File: src/rtl/usb_line_rx_if.sv
// usb_line_rx_if: bundles the byte-stream, line-buffer and echo signals of usb_line_rx.
//   uart_out_*   : byte stream from the USB serial pipeline (valid/ready).
//   line_*       : held-line status, registered buffer read port and release strobe.
//   echo_*       : echoed byte stream toward the USB serial input pipeline (valid/ready).
// Modports: slave = usb_line_rx side, master = producer/consumer side.
interface usb_line_rx_if;
  logic [7:0] uart_out_data;
  logic       uart_out_valid;
  logic       uart_out_ready;
  logic       line_valid;
  logic [4:0] line_len;
  logic       line_overflow;
  logic [3:0] line_rd_addr;
  logic [7:0] line_rd_data;
  logic       line_ack;
  logic [7:0] echo_data;
  logic       echo_valid;
  logic       echo_ready;

  modport slave (
    input  uart_out_data, uart_out_valid, line_rd_addr, line_ack, echo_ready,
    output uart_out_ready, line_valid, line_len, line_overflow, line_rd_data,
    output echo_data, echo_valid
  );

  modport master (
    output uart_out_data, uart_out_valid, line_rd_addr, line_ack, echo_ready,
    input  uart_out_ready, line_valid, line_len, line_overflow, line_rd_data,
    input  echo_data, echo_valid
  );
endinterface

File: src/rtl/usb_line_rx.sv
// usb_line_rx: collects bytes from the USB serial pipeline into a line buffer of MAX_LEN
// bytes (legal 2..16). CR/LF terminate a line and are never stored; empty lines are dropped.
// A completed line is held (line_valid) until line_ack, during which no bytes are accepted.
// Bytes past MAX_LEN are dropped and flagged by line_overflow.
// Ports:
//   clk_48mhz : sole clock, rising edge.
//   reset     : asynchronous, active-high.
//   bus       : usb_line_rx_if.slave (byte stream in, line status/read port, echo stream out).
// Optional feature: define USB_LINE_RX_ECHO_EN to echo every accepted byte (terminators
// included) through a single-entry register on echo_data/echo_valid. Without it the echo
// outputs are tied to zero and echo_ready is ignored.
module usb_line_rx #(
  parameter int unsigned MAX_LEN = 16
) (
  input  logic         clk_48mhz,
  input  logic         reset,
  usb_line_rx_if.slave bus
);

  localparam logic [4:0] MaxLen = 5'(MAX_LEN);
  localparam logic [7:0] ChrCr  = 8'h0D;
  localparam logic [7:0] ChrLf  = 8'h0A;

  typedef enum logic [0:0] {StRecv, StHold} state_e;

  state_e     state_q, state_d;
  logic [4:0] count_q, count_d;
  logic [4:0] line_len_q, line_len_d;
  logic       overflow_q, overflow_d;
  logic       ready_en_q, ready_en_d;
  logic [7:0] rd_data_q, rd_data_d;
  logic [7:0] line_buf_q [MAX_LEN];

  logic buf_we;
  logic accept;
  logic is_term;
  logic echo_block;
  logic ready;

  // ---------------------------------------------------------------------------
  // Optional echo register
  // ---------------------------------------------------------------------------
`ifdef USB_LINE_RX_ECHO_EN
  logic       echo_valid_q, echo_valid_d;
  logic [7:0] echo_data_q, echo_data_d;

  // A full echo slot that is not draining this cycle blocks new input.
  assign echo_block = echo_valid_q && !bus.echo_ready;

  always_comb begin
    echo_valid_d = echo_valid_q;
    echo_data_d  = echo_data_q;
    if (accept) begin
      echo_valid_d = 1'b1;
      echo_data_d  = bus.uart_out_data;
    end else if (bus.echo_ready) begin
      echo_valid_d = 1'b0;
    end
  end

  always_ff @(posedge clk_48mhz or posedge reset) begin
    if (reset) begin
      echo_valid_q <= 1'b0;
      echo_data_q  <= 8'h00;
    end else begin
      echo_valid_q <= echo_valid_d;
      echo_data_q  <= echo_data_d;
    end
  end

  assign bus.echo_valid = echo_valid_q;
  assign bus.echo_data  = echo_data_q;
`else
  logic unused_echo_ready;
  assign unused_echo_ready = bus.echo_ready;
  assign echo_block        = 1'b0;
  assign bus.echo_valid    = 1'b0;
  assign bus.echo_data     = 8'h00;
`endif

  // ---------------------------------------------------------------------------
  // Handshake
  // ---------------------------------------------------------------------------
  // ready_en_q keeps ready low during reset and until the first edge after it.
  assign ready   = ready_en_q && (state_q == StRecv) && !echo_block;
  assign accept  = bus.uart_out_valid && ready;
  assign is_term = (bus.uart_out_data == ChrCr) || (bus.uart_out_data == ChrLf);

  assign ready_en_d = 1'b1;

  // ---------------------------------------------------------------------------
  // Line FSM: next state
  // ---------------------------------------------------------------------------
  always_comb begin
    state_d    = state_q;
    count_d    = count_q;
    line_len_d = line_len_q;
    overflow_d = overflow_q;
    buf_we     = 1'b0;
    case (state_q)
      StRecv: begin
        if (accept) begin
          if (is_term) begin
            // A terminator on an empty line (CRLF tail, blank line) is swallowed.
            if (count_q != 5'd0) begin
              state_d    = StHold;
              line_len_d = count_q;
            end
          end else if (count_q < MaxLen) begin
            buf_we  = 1'b1;
            count_d = count_q + 5'd1;
          end else begin
            overflow_d = 1'b1;
          end
        end
      end
      StHold: begin
        if (bus.line_ack) begin
          state_d    = StRecv;
          count_d    = 5'd0;
          line_len_d = 5'd0;
          overflow_d = 1'b0;
        end
      end
      default: begin
        state_d = StRecv;
      end
    endcase
  end

  always_ff @(posedge clk_48mhz or posedge reset) begin
    if (reset) begin
      state_q    <= StRecv;
      count_q    <= 5'd0;
      line_len_q <= 5'd0;
      overflow_q <= 1'b0;
      ready_en_q <= 1'b0;
    end else begin
      state_q    <= state_d;
      count_q    <= count_d;
      line_len_q <= line_len_d;
      overflow_q <= overflow_d;
      ready_en_q <= ready_en_d;
    end
  end

  // ---------------------------------------------------------------------------
  // Line buffer: not reset, so contents survive HOLD and reset; only new bytes overwrite.
  // ---------------------------------------------------------------------------
  always_ff @(posedge clk_48mhz) begin
    for (int unsigned i = 0; i < MAX_LEN; i++) begin
      if (buf_we && (count_q == 5'(i))) begin
        line_buf_q[i] <= bus.uart_out_data;
      end
    end
  end

  // Registered read port; addresses beyond the buffer depth read as zero.
  always_comb begin
    rd_data_d = 8'h00;
    for (int unsigned i = 0; i < MAX_LEN; i++) begin
      if (bus.line_rd_addr == 4'(i)) begin
        rd_data_d = line_buf_q[i];
      end
    end
  end

  always_ff @(posedge clk_48mhz or posedge reset) begin
    if (reset) begin
      rd_data_q <= 8'h00;
    end else begin
      rd_data_q <= rd_data_d;
    end
  end

  // ---------------------------------------------------------------------------
  // Outputs
  // ---------------------------------------------------------------------------
  assign bus.uart_out_ready = ready;
  assign bus.line_valid     = (state_q == StHold);
  assign bus.line_len       = line_len_q;
  assign bus.line_overflow  = overflow_q;
  assign bus.line_rd_data   = rd_data_q;

endmodule

File: src/flat_wrapper.sv
// flat-port wrapper written by rule: the top's interface ports become plain ports
module usb_line_rx_flat 
#(
  parameter int unsigned MAX_LEN = 16
)
  (clk_48mhz, reset, bus_uart_out_data, bus_uart_out_valid, bus_line_rd_addr, bus_line_ack, bus_echo_ready, bus_uart_out_ready, bus_line_valid, bus_line_len, bus_line_overflow, bus_line_rd_data, bus_echo_data, bus_echo_valid);
  usb_line_rx_if bus_i ();
  input  logic clk_48mhz;
  input  logic reset;
  input wire logic [$bits(bus_i.uart_out_data)-1:0] bus_uart_out_data;
  input wire logic [$bits(bus_i.uart_out_valid)-1:0] bus_uart_out_valid;
  input wire logic [$bits(bus_i.line_rd_addr)-1:0] bus_line_rd_addr;
  input wire logic [$bits(bus_i.line_ack)-1:0] bus_line_ack;
  input wire logic [$bits(bus_i.echo_ready)-1:0] bus_echo_ready;
  output wire logic [$bits(bus_i.uart_out_ready)-1:0] bus_uart_out_ready;
  output wire logic [$bits(bus_i.line_valid)-1:0] bus_line_valid;
  output wire logic [$bits(bus_i.line_len)-1:0] bus_line_len;
  output wire logic [$bits(bus_i.line_overflow)-1:0] bus_line_overflow;
  output wire logic [$bits(bus_i.line_rd_data)-1:0] bus_line_rd_data;
  output wire logic [$bits(bus_i.echo_data)-1:0] bus_echo_data;
  output wire logic [$bits(bus_i.echo_valid)-1:0] bus_echo_valid;
  assign bus_i.uart_out_data = bus_uart_out_data;
  assign bus_i.uart_out_valid = bus_uart_out_valid;
  assign bus_i.line_rd_addr = bus_line_rd_addr;
  assign bus_i.line_ack = bus_line_ack;
  assign bus_i.echo_ready = bus_echo_ready;
  assign bus_uart_out_ready = bus_i.uart_out_ready;
  assign bus_line_valid = bus_i.line_valid;
  assign bus_line_len = bus_i.line_len;
  assign bus_line_overflow = bus_i.line_overflow;
  assign bus_line_rd_data = bus_i.line_rd_data;
  assign bus_echo_data = bus_i.echo_data;
  assign bus_echo_valid = bus_i.echo_valid;
  usb_line_rx #(.MAX_LEN(MAX_LEN)) u_core (.clk_48mhz(clk_48mhz), .reset(reset), .bus(bus_i));
endmodule
File: config.mk
export PLATFORM = sky130hd
export DESIGN_NAME = usb_line_rx_flat
export DESIGN_NICKNAME = d
export VERILOG_FILES = /design/src/rtl/usb_line_rx_if.sv /design/src/rtl/usb_line_rx.sv /design/src/flat_wrapper.sv
export SDC_FILE = /design/constraint.sdc
export NUM_CORES = 1
export LEC_CHECK = 0
export CAP_MARGIN = 20
export CELL_PAD_IN_SITES_DETAIL_PLACEMENT = 1
export CELL_PAD_IN_SITES_GLOBAL_PLACEMENT = 1
export CORE_ASPECT_RATIO = 1.1
export CORE_MARGIN = 1.5
export CORE_UTILIZATION = 33
export CTS_CLUSTER_DIAMETER = 80
export DETAILED_ROUTE_END_ITERATION = 8
export PLACE_DENSITY = 0.69
export SETUP_SLACK_MARGIN = 0.02
export SYNTH_ARGS = -nofsm -noshare
export SYNTH_HDL_FRONTEND = slang
export SYNTH_SLANG_ARGS = --single-unit
export TNS_END_PERCENT = 5
File: constraint.sdc
create_clock -name clk_48mhz -period 2.78 [get_ports clk_48mhz]
set_input_delay 0.556 -clock clk_48mhz [delete_from_list [all_inputs] [get_ports clk_48mhz]]
set_output_delay 0.556 -clock clk_48mhz [all_outputs]
set_load 0.005 [all_outputs]
==> results.md, run 1 <==
* Final WS setup at 0.396 ns
* Fin. max-slew vios at 0
* Number of warnings issued by yosys at 0
* Outcome: finished, final reports clean
* Worst-case reg-to-reg path depth at 5
* Synth unique cells at 56
* Final hold vios at 0
* Post_cts resized at 0
* Busiest layer in global routing: met2
* Buf/Inv on CP at 3
* Number of cells on the critical path at 7
* Row Count at 52
* Crit-path leading delay family: buffers and inverters
* Dpl hpwl at 11.4 mm
* Die X at 134 um
* Synth Instances at 431
* Root Buffer: clkbuf_16
* Sequential fraction of the synthesis area at 69.9%
* Critical Path RT at 2.91 ns
* Met1 GRT Util at 21.4%
* CTS max path bufs at 2
* Cell area after layout at 7710 sq um
* Pre-antenna DRT Iters at 4
* Post-synth ARST share at 14.1%
* Highest Clock Rate at 419 MHz
* Prevailing post-synth register cell: edfxtp_1
* Inserted Clock Buffers at 17
* Layout cells sized above 1 at 19.3%
* Clk_lat worst skew at 0.43 ns
* Ports at 42
* Pin count of the biggest net entering global routing at 27
* RSZ-0062 raised after global routing: no
* # DRC at 0
* Post-route clock period utilization at 85.8%
* Vias in the first global route at 4334
* Final Skew at 0.00686 ns
* CP max FO at 8
* H-tree depth at 4
* CTS tree: yes
* Post-Place Cell Area at 7100 sq um
* GR Util met2 at 29.7%
* LEAKAGE at 2.74 nW
* Least-Margin Pin Slew at 0.582 ns
* Final setup viols at 0
* Synthesized area per cell at 14.5 sq um
* Routed WL at 16.5 mm
* Clock sinks at 149
* CP arrival at 2.52 ns
* Setup bufs post-CTS at 0
* Drt first-iter violations at 393
* Critical path class: input pin to flop
* Chip height at 147 um
* Via count at 4031
* First-pass GRT wire length at 25.8 mm
* Slew HR at 60.9%
* Initial antenna violation count at 0
* Minimum clock period at 2.38 ns
* Place WS at -0.0465 ns
* Syn Std Cell Area at 6250 sq um
* Routed Antenna Nets at 0
* Tot GR Track Use at 17.9%
* Tot Pwr at 5.51 mW
* Final layout net count at 527
* Number of synthesized flops with an enable pin at 128
* Antenna Diode Count at 0
* CP peak stage delay at 0.54 ns
* Hold buffer count at CTS at 0
* Slowest-stage cell, CP: clkdlybuf4s50_1
* Max-cap violations at 0
* WL/cell at 21.7 um
* Setup crit end kind: flop
* Pwr per Cell Area at 714 nW/um^2
* Initial Util at 33.8%
* Die area at 19800 sq um
* Startpoint Class: input pin
* Yosys reg bits at 149
* Met3 Use GR at 5.52%
* Avg Vias per Cell at 5.30
* Area delta synth->final at 23.4%
* Worst vdd ir at 375 uV
* Core footprint at 18500 sq um
* Remaining global-route overflow at 0
* Port Buffers at 31
* Critical-path cell list: clkdlybuf4s50_1, and3b_1, o211a_1, nor3_2, inv_1, nor3_1, buf_4
* GPL Wtd Cong at 0.792
* Worst-path clk slew at 0.06 ns
* Hold crit path type: input pin to asynchronous set/reset pin
[sequential cells by signal, summed over array words and instances, names as in the netlist]
name                      flops
u_core.count_q                5
u_core.bus.line_len           5
u_core.ready_en_q             1
u_core.bus.line_valid         1
u_core.bus.line_rd_data       8
u_core.bus.line_overflow      1
u_core.line_buf_q           128
[logic make-up after synthesis]
family | synth area share [%]
and+or+nand+nor | 8.01
buffers and inverters | 4.00
DFF | 69.9
adders and majority gates | 1.00
xor gates and xnor gates | 0.280
AOI/OAI and AO/OA | 10.8
other | 0.120
muxes | 5.89
[where the power goes]
| group | total (mW) | switching (mW) | leakage, nW | internal, mW |
|---|---|---|---|---|
| logic | 0.532 | 0.321 | 1.04 | 0.211 |
| registers | 2.57 | 0.0680 | 1.41 | 2.50 |
| clock network | 2.41 | 0.974 | 0.291 | 1.43 |
| total | 5.51 | 1.36 | 2.74 | 4.14 |
[metrics by stage]
| stage | std cells | util [%] | setup TNS, ns | hold WS, ns |
|---|---|---|---|---|
| detailed placement | 729 | 38.4 | -0.979 | 0.491 |
| finish | 761 | 41.7 | 0 | 0.481 |
| CTS | 761 | 41.7 | 0 | 0.477 |
| floorplan | 439 | - | 0 | 0.460 |
| global route | 761 | 41.7 | 0 | 0.511 |
| global placement | 729 | 38.4 | 0 | 0.490 |
[worst reg2reg max path, cell delays in order (launching register included)]
cell and delay, ns:
dfrtp_1 0.42, nand3b_1 0.26, nor3_2 0.30, inv_1 0.18
nor3_1 0.26, buf_4 0.26
[synthesized netlist by cell type (4+ instances only)]
library cell | instances | area share [%]
a21oi_1 | 21 | 1.7
buf_4 | 10 | 1.2
o21ai_0 | 24 | 1.9
buf_2 | 11 | 0.88
nand3_1 | 12 | 0.96
o31ai_1 | 4 | 0.48
mux2_2 | 8 | 1.4
mux2i_1 | 12 | 1.9
nand2_1 | 21 | 1.3
edfxtp_1 | 128 | 62
inv_1 | 16 | 0.96
clkbuf_1 | 6 | 0.36
a221oi_1 | 4 | 0.56
a211oi_1 | 6 | 0.72
mux4_2 | 7 | 2.5
nor2b_1 | 6 | 0.60
ha_1 | 5 | 1.0
dfrtp_1 | 21 | 8.4
nor2_1 | 22 | 1.3
nor3_1 | 16 | 1.3
nand2b_1 | 7 | 0.70
[area by class of cell]
type / count / area (sq um)
fill: 1880 / 10800
clock buffer: 17 / 425
multi-input combinational: 243 / 1660
clock inverter: 15 / 191
inverter: 16 / 60.1
timing repair buffer: 78 / 703
sequential: 149 / 4370
tap: 243 / 304
[placed cells by master (no fill, tap or decap), types with 4 or more instances in the layout]
master             n
a211oi_1           6
a21oi_1           21
a221oi_1           4
buf_12             4
buf_4             43
clkbuf_16         17
clkdlybuf4s50_1   29
clkinvlp_4         4
conb_1            10
dfrtp_1           21
edfxtp_1         128
ha_1               5
inv_1             16
inv_6              4
mux2_2             8
mux2i_1           12
mux4_2             7
nand2_1           21
nand2b_1           7
nand3_1           12
nor2_1            22
nor2b_1            6
nor3_1            16
o21ai_0           24
o31ai_1            4
[path summary, 6_finish.rpt]
kind / startpoint / to / slack (ns)
max reg2reg: u_core.bus.line_valid$_DFF_PP0_ / u_core.line_buf_q[1][54]$_DFFE_PP_ / 0.80
max: bus_uart_out_data[2] / u_core.line_buf_q[1][54]$_DFFE_PP_ / 0.40
min reg2reg: u_core.bus.line_overflow$_DFFE_PP0P_ / u_core.bus.line_overflow$_DFFE_PP0P_ / 0.51
min: reset / u_core.bus.line_valid$_DFF_PP0_ / 0.48
max in group asynchronous: reset / u_core.bus.line_rd_data[4]$_DFF_PP0_ / 2.05
min in group clk_48mhz: u_core.bus.line_overflow$_DFFE_PP0P_ / u_core.bus.line_overflow$_DFFE_PP0P_ / 0.51
[metal layers]
layer  vias up  share of wire, %
met5         -                 0
met4         0               2.8
met3        30               5.9
met2       119                52
met1      2083                39
li1       1799                 -
Power figures use the tool's default switching activity.
==> inputs of run 2 (changes only) <==
- CORE_MARGIN: 1.5 -> unset
==> results.md, run 2 (synthesis gave the netlist of run 1 again) <==
* Outcome: finished, final reports clean (unchanged)
* Critical Path RT at 3.07 ns (was 2.91 ns)
* CP peak stage delay at 0.67 ns (was 0.54 ns)
* Final Skew at 0.00737 ns (was 0.00686 ns)
* Least-Margin Pin Slew at 0.703 ns (was 0.582 ns)
* Reg2Reg Launch Point: u_core.line_buf_q[0][3]$_DFFE_PP_ (was u_core.bus.line_valid$_DFF_PP0_)
* Startpoint Class: input pin (unchanged)
* CP arrival at 2.74 ns (was 2.52 ns)
* Critical-path cell list: clkdlybuf4s50_1, or2_2, a32oi_1, a2111oi_0, a2111oi_0, buf_4, o21ai_0 (was clkdlybuf4s50_1, and3b_1, o211a_1, nor3_2, inv_1, nor3_1, buf_4)
* Pwr per Cell Area at 706 nW/um^2 (was 714 nW/um^2)
* Post_cts resized at 0 (unchanged)
* Reg-to-reg critical path endpoint: u_core.bus.line_rd_data[3]$_DFF_PP0_ (was u_core.line_buf_q[1][54]$_DFFE_PP_)
* Root Buffer: clkbuf_16 (unchanged)
* Hold buffer count at CTS at 0 (unchanged)
* Hold crit path type: input pin to asynchronous set/reset pin (unchanged)
* Inserted Clock Buffers at 17 (unchanged)
* # DRC at 0 (unchanged)
* Die area at 19500 sq um (was 19800 sq um)
* Via count at 4019 (was 4031)
* Area delta synth->final at 22.8% (was 23.4%)
* Tot GR Track Use at 18.3% (was 17.9%)
* Fin. max-slew vios at 0 (unchanged)
* Slowest-stage cell, CP: a2111oi_0 (was clkdlybuf4s50_1)
* Worst-case reg-to-reg path depth at 6 (was 5)
* Final std cells w/o fill at 761 (unchanged)
* Buf/Inv on CP at 2 (was 3)
* Slew HR at 52.0% (was 60.9%)
* Highest Clock Rate at 408 MHz (was 419 MHz)
* Vias in the first global route at 4388 (was 4334)
* Reg2reg setup slack at 0.61 ns (was 0.80 ns)
* Minimum clock period at 2.45 ns (was 2.38 ns)
* Setup bufs post-CTS at 0 (unchanged)
* Crit-path leading delay family: compound AO/OA/AOI/OAI gates (was buffers and inverters)
* Routed WL at 16.7 mm (was 16.5 mm)
* Initial antenna violation count at 0 (unchanged)
* Clk_lat worst skew at 0.43 ns (about the same)
* Final setup viols at 0 (unchanged)
* Cells after DPL at 729 (unchanged)
* Critical path class: input pin to flop (unchanged)
* Post-route clock period utilization at 88.1% (was 85.8%)
* Max-cap violations at 0 (unchanged)
* Remaining global-route overflow at 0 (unchanged)
* Port Buffers at 31 (unchanged)
* Largest register FFs at 128 (unchanged)
* Final hold vios at 0 (unchanged)
* Largest register by flop count: u_core.line_buf_q (unchanged)
* Drt first-iter violations at 296 (was 393)
* Most frequent cells in the layout: edfxtp_1, buf_4, clkdlybuf4s50_1 (unchanged)
* Worst hold margin at 0.490 ns (was 0.481 ns)
* Final layout net count at 527 (unchanged)
* Dpl hpwl at 11.7 mm (was 11.4 mm)
* Place WS at -0.0729 ns (was -0.0465 ns)
* Worst-path clk slew at 0.06 ns (about the same)
* CTS tree: yes (unchanged)
* Ports at 42 (unchanged)
* WL/cell at 21.9 um (was 21.7 um)
* Final WS setup at 0.330 ns (was 0.396 ns)
* CP max FO at 4 (was 8)
* First-pass GRT wire length at 25.8 mm (about the same)
* Initial Util at 33.8% (unchanged)
* CP most frequent cell: a2111oi_0
* Avg Vias per Cell at 5.28 (was 5.30)
* Chip height at 146 um (was 147 um)
* LEAKAGE at 2.72 nW (was 2.74 nW)
* Worst vdd ir at 468 uV (was 375 uV)
* Routed Antenna Nets at 0 (unchanged)
* Clock sinks at 149 (unchanged)
* GPL Wtd Cong at 0.825 (was 0.792)
* Row Count at 52 (unchanged)
* Layout cells sized above 1 at 18.7% (was 19.3%)
* Die X at 133 um (was 134 um)
* Pre-antenna DRT Iters at 4 (unchanged)
* Setup crit end kind: flop (unchanged)
* RSZ-0062 raised after global routing: no (unchanged)
* Core footprint at 18500 sq um (unchanged)
* H-tree depth at 4 (unchanged)
* Antenna Diode Count at 0 (unchanged)
* CTS max path bufs at 2 (unchanged)
* Pin count of the biggest net entering global routing at 22 (was 27)
* Most common cell after layout, fill and taps aside: edfxtp_1 (unchanged)
-- run 2: cell count changes in the layout (fill, tap and decap cells not counted), sizes merged --
cell and delta:
inv -5, clkbuf +2, clkinvlp -1, clkinv +4
-- run 2: layout make-up --
| class | instances | area (sq um) |
|---|---|---|
| clock buffers | 19 | 433 |
| multi-input cells | 243 | 1660 |
| clock inverters | 13 | 158 |
| flip-flops and latches | 149 | 4370 |
| fillers | 1930 | 10800 |
| repair buffers | 78 | 691 |
| well taps | 243 | 304 |
| inverters | 16 | 60.1 |
-- run 2: report_power, final --
part,switching (mW),internal (mW),total (mW)
sequential,0.0665,2.50,2.57
combinational,0.327,0.209,0.536
clock,0.906,1.41,2.31
-- run 2: stage by stage --
step / cell area, sq um / power, mW / TNS (ns) / util, %
finish: 7670 / 5.42 / 0 / 41.5
global route: 7670 / 5.59 / 0 / 41.5
CTS: 7670 / 5.45 / 0 / 41.5
detailed placement: 7080 / 3.15 / -0.113 / 38.3
global placement: 7080 / 3.12 / -0.0803 / 38.3
floorplan: 6280 / 2.90 / 0 / -
-- run 2: worst max path at each step --
stage / from / to / slack, ns / cells after the start
2_1_floorplan: bus_uart_out_data[0] / u_core.line_buf_q[0][40]$_DFFE_PP_ / 0.32 / 5
3_5_place_dp: bus_line_rd_addr[2] / u_core.bus.line_rd_data[3]$_DFF_PP0_ / -0.07 / 7
4_1_cts: bus_line_rd_addr[2] / u_core.bus.line_rd_data[3]$_DFF_PP0_ / 0.38 / 7
3_3_place_gp: bus_line_rd_addr[2] / u_core.bus.line_rd_data[3]$_DFF_PP0_ / -0.08 / 7
6_report: bus_line_rd_addr[2] / u_core.bus.line_rd_data[3]$_DFF_PP0_ / 0.33 / 7
5_1_grt: bus_line_rd_addr[2] / u_core.bus.line_rd_data[3]$_DFF_PP0_ / 0.22 / 7
-- run 2: layer usage --
layer  global-route usage (%)  wire length [um]  vias up
met5                        0                 0        -
met4                     7.44               398        0
met3                     4.10               758       25
met2                     32.1              8750      111
met1                     21.7              6770     2084
li1                         -                 -     1799
-- run 2: tightest hold or removal path, cell delays in order --
cell and delay (ns):
clkdlybuf4s50_1 0.40, inv_1 0.05, buf_4 0.31
